### config.mk
export PLATFORM = sky130hd
export DESIGN_NAME = up_sampler
export DESIGN_NICKNAME = d
export VERILOG_FILES = /design/src/rtl/up_sampler.sv
export SDC_FILE = /design/constraint.sdc
export NUM_CORES = 2
export LEC_CHECK = 0
export CAP_MARGIN = 20
export CORE_ASPECT_RATIO = 0.7
export CORE_MARGIN = 5
export CORE_UTILIZATION = 50
export DETAILED_ROUTE_END_ITERATION = 10
export HOLD_SLACK_MARGIN = 0.15
export PLACE_DENSITY_LB_ADDON = 0.15
export SYNTH_ARGS = -nofsm -noshare
export SYNTH_HDL_FRONTEND = slang
export SYNTH_SLANG_ARGS = --single-unit
### constraint.sdc
create_clock -name clk -period 7.5 [get_ports clk]
set_input_delay 1.5 -clock clk [delete_from_list [all_inputs] [get_ports clk]]
set_output_delay 1.5 -clock clk [all_outputs]
set_load 0.005 [all_outputs]
### src/rtl/up_sampler.sv
// ---------------------------------------------------------------------------
// up_sampler : 2x nearest-neighbour upsampler (pixel doubled, row replayed)
// Rev 1.0
// ---------------------------------------------------------------------------
`default_nettype none

module up_sampler #(
  parameter int IN_WIDTH  = 400,
  parameter int IN_HEIGHT = 300,
  parameter int DATA_W    = 8
) (
  input  logic              clk,
  input  logic              rst,
  input  logic [DATA_W-1:0] fifo_dout,
  input  logic              fifo_valid,
  input  logic              fifo_empty,
  output logic              fifo_rd_en,
  output logic [DATA_W-1:0] out_pixel,
  output logic              out_valid,
  input  logic              out_ready,
  output logic              out_sof,
  output logic              out_sol,
  output logic              out_eol,
  output logic              frame_done
);

  localparam int AW = (IN_WIDTH > 1) ? $clog2(IN_WIDTH) : 1;
  localparam int CW = $clog2(IN_WIDTH + 1);
  localparam int RW = (IN_HEIGHT > 1) ? $clog2(IN_HEIGHT) : 1;
  localparam logic [CW-1:0] C_FETCH_END = CW'(IN_WIDTH);
  localparam logic [AW-1:0] C_COL_LAST  = AW'(IN_WIDTH - 1);
  localparam logic [RW-1:0] C_ROW_LAST  = RW'(IN_HEIGHT - 1);

  typedef enum logic [0:0] {
    LIVE   = 1'b0,
    REPLAY = 1'b1
  } state_t;

  state_t            state_q;
  logic [RW-1:0]     row_q;
  logic [CW-1:0]     col_fetch_q;
  logic [AW-1:0]     col_out_q;
  logic              phase_q;
  logic [DATA_W-1:0] pix_q;
  logic              pix_full_q;
  logic              rd_pending_q;
  logic              frame_done_q;
  logic [DATA_W-1:0] lb_rdata_q;
  logic [DATA_W-1:0] line_buf [IN_WIDTH];

  logic          fetch_ok;
  logic          lb_rd_en;
  logic          beat_acc;
  logic          load;
  logic [AW-1:0] fetch_idx;

  assign fetch_ok   = !rst && !pix_full_q && !rd_pending_q && (col_fetch_q < C_FETCH_END);
  assign fifo_rd_en = fetch_ok && (state_q == LIVE) && !fifo_empty;
  assign lb_rd_en   = fetch_ok && (state_q == REPLAY);
  assign fetch_idx  = col_fetch_q[AW-1:0];
  // Line-buffer data is always ready the cycle after its read; FIFO data only when qualified.
  assign load       = rd_pending_q && ((state_q == REPLAY) || fifo_valid);
  assign beat_acc   = pix_full_q && out_ready;

  assign out_valid  = pix_full_q;
  assign out_pixel  = pix_q;
  assign out_sol    = pix_full_q && (col_out_q == '0) && !phase_q;
  assign out_eol    = pix_full_q && (col_out_q == C_COL_LAST) && phase_q;
  assign out_sof    = out_sol && (row_q == '0) && (state_q == LIVE);
  assign frame_done = frame_done_q;

  always_ff @(posedge clk) begin
    if (!rst && (state_q == LIVE) && rd_pending_q && fifo_valid) begin
      line_buf[fetch_idx] <= fifo_dout;
    end
    if (lb_rd_en) begin
      lb_rdata_q <= line_buf[fetch_idx];
    end
  end

  always_ff @(posedge clk) begin
    if (rst) begin
      state_q      <= LIVE;
      row_q        <= '0;
      col_fetch_q  <= '0;
      col_out_q    <= '0;
      phase_q      <= 1'b0;
      pix_q        <= '0;
      pix_full_q   <= 1'b0;
      rd_pending_q <= 1'b0;
      frame_done_q <= 1'b0;
    end else begin
      frame_done_q <= 1'b0;
      if (fifo_rd_en || lb_rd_en) begin
        rd_pending_q <= 1'b1;
      end
      // A load only happens with pix_full clear, so it never collides with an accept.
      if (load) begin
        pix_q        <= (state_q == LIVE) ? fifo_dout : lb_rdata_q;
        pix_full_q   <= 1'b1;
        rd_pending_q <= 1'b0;
        col_fetch_q  <= col_fetch_q + CW'(1);
      end
      if (beat_acc) begin
        if (!phase_q) begin
          phase_q <= 1'b1;
        end else begin
          phase_q    <= 1'b0;
          pix_full_q <= 1'b0;
          col_out_q  <= col_out_q + AW'(1);
          if (col_out_q == C_COL_LAST) begin
            col_out_q   <= '0;
            col_fetch_q <= '0;
            if (state_q == LIVE) begin
              state_q <= REPLAY;
            end else begin
              state_q <= LIVE;
              if (row_q == C_ROW_LAST) begin
                row_q        <= '0;
                frame_done_q <= 1'b1;
              end else begin
                row_q <= row_q + RW'(1);
              end
            end
          end
        end
      end
    end
  end

endmodule

`default_nettype wire

# Yosys cells after proc, flatten, opt, wreduce, memory -nomap -nowiden
# Memory sizes are Yosys's and may differ from the RTL's. A register that Yosys moved wholly into a read port is not among the register bits.
# Cells that the tools add are included.
dict set report totals {
  word_cells 66
  out_inout_bits 14
  inputBits 13
  mem_bits_rw 3200
  ff_bits 40
  memories 1
}
# memory depth width read_ports rd_ports_with_merged_regs write_ports line
set memory_table {}
lappend memory_table {line_buf 400 8 1 1 1 49} ;# logic [DATA_W-1:0] line_buf [IN_WIDTH];
dict set report classes {
  bitwise_logic 4
  n_reduce_logical 31
  mux 15
  order_cmp 1
  add_sub_neg 3
  eq_ne 2
}
# cell count
set ops {}
lappend ops {{$mux W9} 6}
lappend ops {{$add A9 B1 Y9 const B} 3}
lappend ops {{$eq A9 B9 Y1 const B} 2}
lappend ops {{$logic_not A9 Y1} 2}
lappend ops {{$logic_and A1 B1 Y1} 17}
lappend ops {{$lt A9 B9 Y1 const B} 1}
lappend ops {{$mux W1} 8}
lappend ops {{$mux W8} 1}
lappend ops {{$logic_not A1 Y1} 5}
lappend ops {{$reduce_or A5 Y1} 1}
lappend ops {{$not A1 Y1} 4}
lappend ops {{$reduce_and A4 Y1} 1}
lappend ops {{$reduce_and A3 Y1} 1}
lappend ops {{$logic_or A1 B1 Y1} 2}
lappend ops {{$reduce_and A2 Y1} 1}
lappend ops {{$reduce_or A2 Y1} 1}

# Depth between registers and ports, before layout
dict set report logic_depth {
  depth_word 7
  ltp_mapped 13
  depth_no_buf 8
}

# Least setup slack after synthesis
# No wires, ideal clock.
dict set report synth_path {
  path_kind {in2out}
  start {input rst}
  end {output fifo_rd_en}
  required_ns 6.000
  path_buffers 1
  t_arrival_ns 2.233
  stages 3
  path_slack_ns 3.767
  cell_sequence {clkbuf_1 -> nor4_1 -> nor3b_1}
}
dict set report synth_between {
  elab_chain_cells 6
}
# element line
set synth_lines {}
lappend synth_lines {{from (decl)} 13} ;# input logic rst,
lappend synth_lines {{$logic_not A1 Y1} 57} ;# assign fetch_ok = !rst && !pix_full_q && !rd_pending_q && (col_fetch_q < C_FETCH_END);
lappend synth_lines {{$logic_and A1 B1 Y1 (3 in a row)} 57}
lappend synth_lines {{$logic_and A1 B1 Y1 (2 in a row)} 58} ;# assign fifo_rd_en = fetch_ok && (state_q == LIVE) && !fifo_empty;
lappend synth_lines {{to (decl)} 17} ;# output logic fifo_rd_en,
# Every way passes these cells.

# Worst setup path after layout
dict set report layout_path {
  start {register col_out_q[4]}
  end {output out_sof}
}
dict set report layout_between {
  elab_chain_cells 5
}
# element line
set layout_lines {}
lappend layout_lines {{from (decl)} 42} ;# logic [AW-1:0] col_out_q;
lappend layout_lines {{from (signal assigned)} 110} ;# col_out_q <= col_out_q + AW'(1);
lappend layout_lines {{$logic_not A9 Y1} 67} ;# assign out_sol = pix_full_q && (col_out_q == '0) && !phase_q;
lappend layout_lines {{$logic_and A1 B1 Y1 (2 in a row)} 67}
lappend layout_lines {{$logic_and A1 B1 Y1 (2 in a row)} 69} ;# assign out_sof = out_sol && (row_q == '0) && (state_q == LIVE);
lappend layout_lines {{to (decl)} 21} ;# output logic out_sof,
# Every way passes these cells.

==> flow_summary.html <==
<table>
<tr><th>Metric</th><th>Value</th></tr>
<tr><th colspan="2">Run status</th></tr>
<tr><td>Outcome</td><td>completed</td></tr>
<tr><th colspan="2">Synthesis</th></tr>
<tr><td>Number of storage elements in the synthesis netlist</td><td>3248</td></tr>
<tr><td>Xor/xnor share of the synthesized area</td><td>0.1741%</td></tr>
<tr><td>Async S/R FF share, synth</td><td>0%</td></tr>
<tr><td>Synth top area share</td><td>76.62%</td></tr>
<tr><td>Synth Area in Compound Gates</td><td>3.313%</td></tr>
<tr><td>Arithmetic-cell share of the synthesized area counting full adders, half adders and majority gates</td><td>0.07961%</td></tr>
<tr><td>Most used DFF post-synth</td><td>sky130_fd_sc_hd__edfxtp_1</td></tr>
<tr><td>Share of the yosys chip area belonging to registers</td><td>77.25%</td></tr>
<tr><td>Share of cell area taken by muxes after synthesis</td><td>14.60%</td></tr>
<tr><td>Commonest cells post-synth</td><td>3208 x sky130_fd_sc_hd__edfxtp_1, 653 x sky130_fd_sc_hd__mux4_2, 492 x sky130_fd_sc_hd__nor2_1</td></tr>
<tr><td>Post-Syn Area per Cell</td><td>20.45 sq um</td></tr>
<tr><td>Mapped Cells</td><td>6147</td></tr>
<tr><td>Post-synthesis simple-gate area fraction</td><td>3.095%</td></tr>
<tr><td>Largest family of logic cells by synthesized area</td><td>multiplexers</td></tr>
<tr><td>Top-count cell post-synth</td><td>sky130_fd_sc_hd__edfxtp_1</td></tr>
<tr><td>Dominant cell type by area after synthesis</td><td>sky130_fd_sc_hd__edfxtp_1</td></tr>
<tr><td>Cells taking the most area after synthesis</td><td>sky130_fd_sc_hd__edfxtp_1 77%, sky130_fd_sc_hd__mux4_2 12%, sky130_fd_sc_hd__mux2i_1 2.6%</td></tr>
<tr><td>Syn Nets</td><td>6168</td></tr>
<tr><td>Count of cell types in the netlist</td><td>66</td></tr>
<tr><td>Number of flops mapped to enable cells by yosys</td><td>3208</td></tr>
<tr><td>Synthesis warning total</td><td>0</td></tr>
<tr><td>Cell Area, Synth</td><td>0.1257 sq mm</td></tr>
<tr><th colspan="2">Floorplan</th></tr>
<tr><td>FP Rows</td><td>154</td></tr>
<tr><td>Number of primary I/O pins</td><td>27</td></tr>
<tr><td>Starting Density</td><td>50.12%</td></tr>
<tr><td>Full die area</td><td>0.2618 sq mm</td></tr>
<tr><td>Horizontal die dimension</td><td>609.4 microns</td></tr>
<tr><td>Height of the die</td><td>429.6 microns</td></tr>
<tr><td>Core Area</td><td>0.2509 sq mm</td></tr>
<tr><th colspan="2">Global route</th></tr>
<tr><td>Global-route congestion overflow total</td><td>0</td></tr>
<tr><td>Grt met3 use</td><td>9.653%</td></tr>
<tr><td>Number of antenna violations at the first check in global routing</td><td>18</td></tr>
<tr><td>Met2 track demand over resource</td><td>36.74%</td></tr>
<tr><td>Via count of the first global-routing pass</td><td>62340</td></tr>
<tr><td>Met1 GRT Util</td><td>42.55%</td></tr>
<tr><td>First-pass GRT wire length</td><td>503700 microns</td></tr>
<tr><td>Largest net degree at the start of global routing</td><td>157</td></tr>
<tr><td>Total GRT Usage</td><td>27.31%</td></tr>
<tr><td>Peak-usage layer in the global routing report</td><td>met1</td></tr>
<tr><th colspan="2">Critical path</th></tr>
<tr><td>Critical Path Max Stage Delay</td><td>0.68 ns</td></tr>
<tr><td>Kind of cell with the highest combined delay on the critical path</td><td>simple AND/OR/NAND/NOR gates</td></tr>
<tr><td>Maximum fanout along the worst path</td><td>3</td></tr>
<tr><td>Type of origin of the critical path</td><td>flop</td></tr>
<tr><td>Internal reg-to-reg setup slack</td><td>2.59 ns</td></tr>
<tr><td>WP data required</td><td>6.00 ns</td></tr>
<tr><td>Critical path class</td><td>flop to primary output</td></tr>
<tr><td>Worst path buffer plus inverter count</td><td>1</td></tr>
<tr><td>Arrival time reported for the critical path endpoint</td><td>3.63 ns</td></tr>
<tr><td>Cells traversed along the worst timing path</td><td>or3_1 &gt; or4_1 &gt; nor4_1 &gt; and4_1 &gt; clkdlybuf4s50_1</td></tr>
<tr><td>Kind of capture point of the worst setup path</td><td>primary output</td></tr>
<tr><td>Slowest-stage cell, CP</td><td>sky130_fd_sc_hd__nor4_1</td></tr>
<tr><th colspan="2">Pwr</th></tr>
<tr><td>Power per cell area</td><td>259.0 mW/mm^2</td></tr>
<tr><td>Leakage power of the design</td><td>0.04160 uW</td></tr>
<tr><td>Total Power Consumption</td><td>36290 uW</td></tr>
<tr><td>VDD IR max</td><td>0.2293 mV</td></tr>
<tr><th colspan="2">Timing</th></tr>
<tr><td>Headroom to the max-slew limit</td><td>20.65%</td></tr>
<tr><td>Worst-case clock skew</td><td>0.04852 ns</td></tr>
<tr><td>Final TNS setup</td><td>0 ns</td></tr>
<tr><td>Pins Over Slew Limit</td><td>0</td></tr>
<tr><td>Fin crit share</td><td>68.37%</td></tr>
<tr><td>Tightest Pin Transition</td><td>1.187 ns</td></tr>
<tr><td>Maximum frequency from static timing analysis</td><td>0.1950 GHz</td></tr>
<tr><td>Count of endpoints failing setup in the final report</td><td>0</td></tr>
<tr><td>Total count of hold-check failures in the final report</td><td>0</td></tr>
<tr><td>Crit path time final</td><td>5.128 ns</td></tr>
<tr><td>RSZ-0062 raised after global routing</td><td>false</td></tr>
<tr><th colspan="2">Routing</th></tr>
<tr><td>Drt first pass iters</td><td>6</td></tr>
<tr><td>Drc violations</td><td>0</td></tr>
<tr><td>Count of routing violations after the opening detailed-route iteration</td><td>10570</td></tr>
<tr><td>DR vias</td><td>65110</td></tr>
<tr><td>Wire per inst</td><td>36.69 microns</td></tr>
<tr><td>Final Routed Wirelength</td><td>361800 microns</td></tr>
<tr><td>ANT nets after route</td><td>0</td></tr>
<tr><td>Detail-routed via count per cell</td><td>6.603</td></tr>
<tr><th colspan="2">Final layout</th></tr>
<tr><td>Final core area utilization</td><td>55.86%</td></tr>
<tr><td>Nets</td><td>6295</td></tr>
<tr><td>Share of cells above drive strength 1</td><td>20.58%</td></tr>
<tr><td>P&amp;R area growth vs syn</td><td>11.46%</td></tr>
<tr><td>Non-filler cells in the finished layout</td><td>9860</td></tr>
<tr><th colspan="2">Job</th></tr>
<tr><td>Count of max-cap constraint violations</td><td>0</td></tr>
<tr><th colspan="2">Place</th></tr>
<tr><td>Placed Instances</td><td>9310</td></tr>
<tr><td>IO Port Bufs</td><td>26</td></tr>
<tr><td>Placer congestion estimate</td><td>0.8907</td></tr>
<tr><td>Detailed Place HPWL</td><td>221600 microns</td></tr>
<tr><th colspan="2">Hold path</th></tr>
<tr><td>Worst hold path type</td><td>flop to flop</td></tr>
<tr><th colspan="2">Clock network</th></tr>
<tr><td>Total clock sinks</td><td>3248</td></tr>
<tr><td>Maximum buffer depth of the clock tree</td><td>4</td></tr>
<tr><td>CTS tree</td><td>done</td></tr>
<tr><td>Clock root buffer</td><td>sky130_fd_sc_hd__clkbuf_16</td></tr>
<tr><td>Number of hold buffers added after CTS</td><td>0</td></tr>
<tr><td>Clock transition at path regs</td><td>0.06 ns</td></tr>
<tr><td>Clk_lat worst skew</td><td>0.87 ns</td></tr>
<tr><td>TritonCTS Buffers</td><td>306</td></tr>
<tr><td>Post-cts resize count</td><td>0</td></tr>
<tr><td>CTS H-tree lvls</td><td>5</td></tr>
<tr><td>Post CTS Setup Buffer Count</td><td>0</td></tr>
</table>
-- metal layers --
| metal | part of all wire (%) | vias up | routed length (microns) |
|---|---|---|---|
| li1 | - | 25780 | - |
| met1 | 42 | 34250 | 150300 |
| met2 | 42 | 4524 | 150300 |
| met3 | 14 | 547 | 51410 |
| met4 | 2.7 | 6 | 9688 |
| met5 | 0.023 | - | 85 |
-- cells in the final DEF (no fill, tap or decap), types with 17 or more instances in the layout --
master,n
sky130_fd_sc_hd__nor2_1,484
sky130_fd_sc_hd__bufinv_16,28
sky130_fd_sc_hd__a22oi_1,271
sky130_fd_sc_hd__edfxtp_1,3208
sky130_fd_sc_hd__a211oi_1,19
sky130_fd_sc_hd__nand4_1,65
sky130_fd_sc_hd__buf_4,125
sky130_fd_sc_hd__a31oi_1,20
sky130_fd_sc_hd__a22o_1,29
sky130_fd_sc_hd__clkinv_2,45
sky130_fd_sc_hd__clkinv_1,59
sky130_fd_sc_hd__buf_12,38
sky130_fd_sc_hd__nand2_2,17
sky130_fd_sc_hd__a21oi_1,85
sky130_fd_sc_hd__dfxtp_1,36
sky130_fd_sc_hd__o21ai_0,36
sky130_fd_sc_hd__clkdlybuf4s50_1,18
sky130_fd_sc_hd__nand3_1,89
sky130_fd_sc_hd__a221oi_1,24
sky130_fd_sc_hd__nor3_1,31
sky130_fd_sc_hd__nand2_1,98
sky130_fd_sc_hd__clkbuf_16,317
sky130_fd_sc_hd__mux2i_1,328
sky130_fd_sc_hd__mux4_2,653
sky130_fd_sc_hd__clkbuf_1,55
sky130_fd_sc_hd__mux2_2,33
-- worst paths after layout --
path | cells past startpoint | from | end
worst max-delay path | 5 | col_out_q[4] | out_sof
worst max register to register | 10 | col_fetch_q[1] | lb_rdata_q[4]
worst min register to register | 2 | out_pixel[3] | out_pixel[3]
worst min-delay path | 2 | out_pixel[3] | out_pixel[3]
-- where the power goes --
part / switching [uW] / internal, uW
Clock: 6640 / 8740
Sequential: 9.11 / 19900
Combinational: 677 / 300
-- layout make-up --
class / count / area, sq um
clock inverters: 157 / 1505
clock buffers: 377 / 8208
fillers: 18730 / 110700
flip-flops and latches: 3248 / 97150
inverters: 14 / 55.05
repair buffers: 200 / 2136
diodes: 6 / 15.01
multi-input cells: 2504 / 26870
well taps: 3354 / 4197
-- logic make-up (layout without fill, tap and decap cells) --
logic type | count (synthesis) | count (layout)
and+or+nand+nor | 878 | 878
other | 0 | 6
muxes | 1014 | 1014
AOI/OAI and AO/OA | 579 | 579
adders and majority gates | 8 | 8
buffers and inverters | 395 | 748
DFF | 3248 | 3248
xor gates and xnor gates | 25 | 25
-- sequential cells by signal (all words and copies together) (netlist names), 8 cells and up --
name / flops
line_buf: 3200
col_fetch_q: 9
col_out_q: 9
row_q: 9
lb_rdata_q: 8
out_pixel: 8
-- worst min-delay path: stages (launching register included) --
cell	delay (ns)
sky130_fd_sc_hd__dfxtp_1	0.31
sky130_fd_sc_hd__nor2_1	0.10
sky130_fd_sc_hd__a211oi_1	0.05
-- metrics by stage --
step	setup WS [ns]	cell area [sq um]	hold WS (ns)
floorplan	3.767	125700	0.4651
global route	2.233	140100	0.5258
CTS	2.349	140000	0.5005
finish	2.372	140100	0.5011
detailed placement	1.993	130300	0.4920
global placement	2.018	130100	0.4742
(Power assumes the default switching activity.)
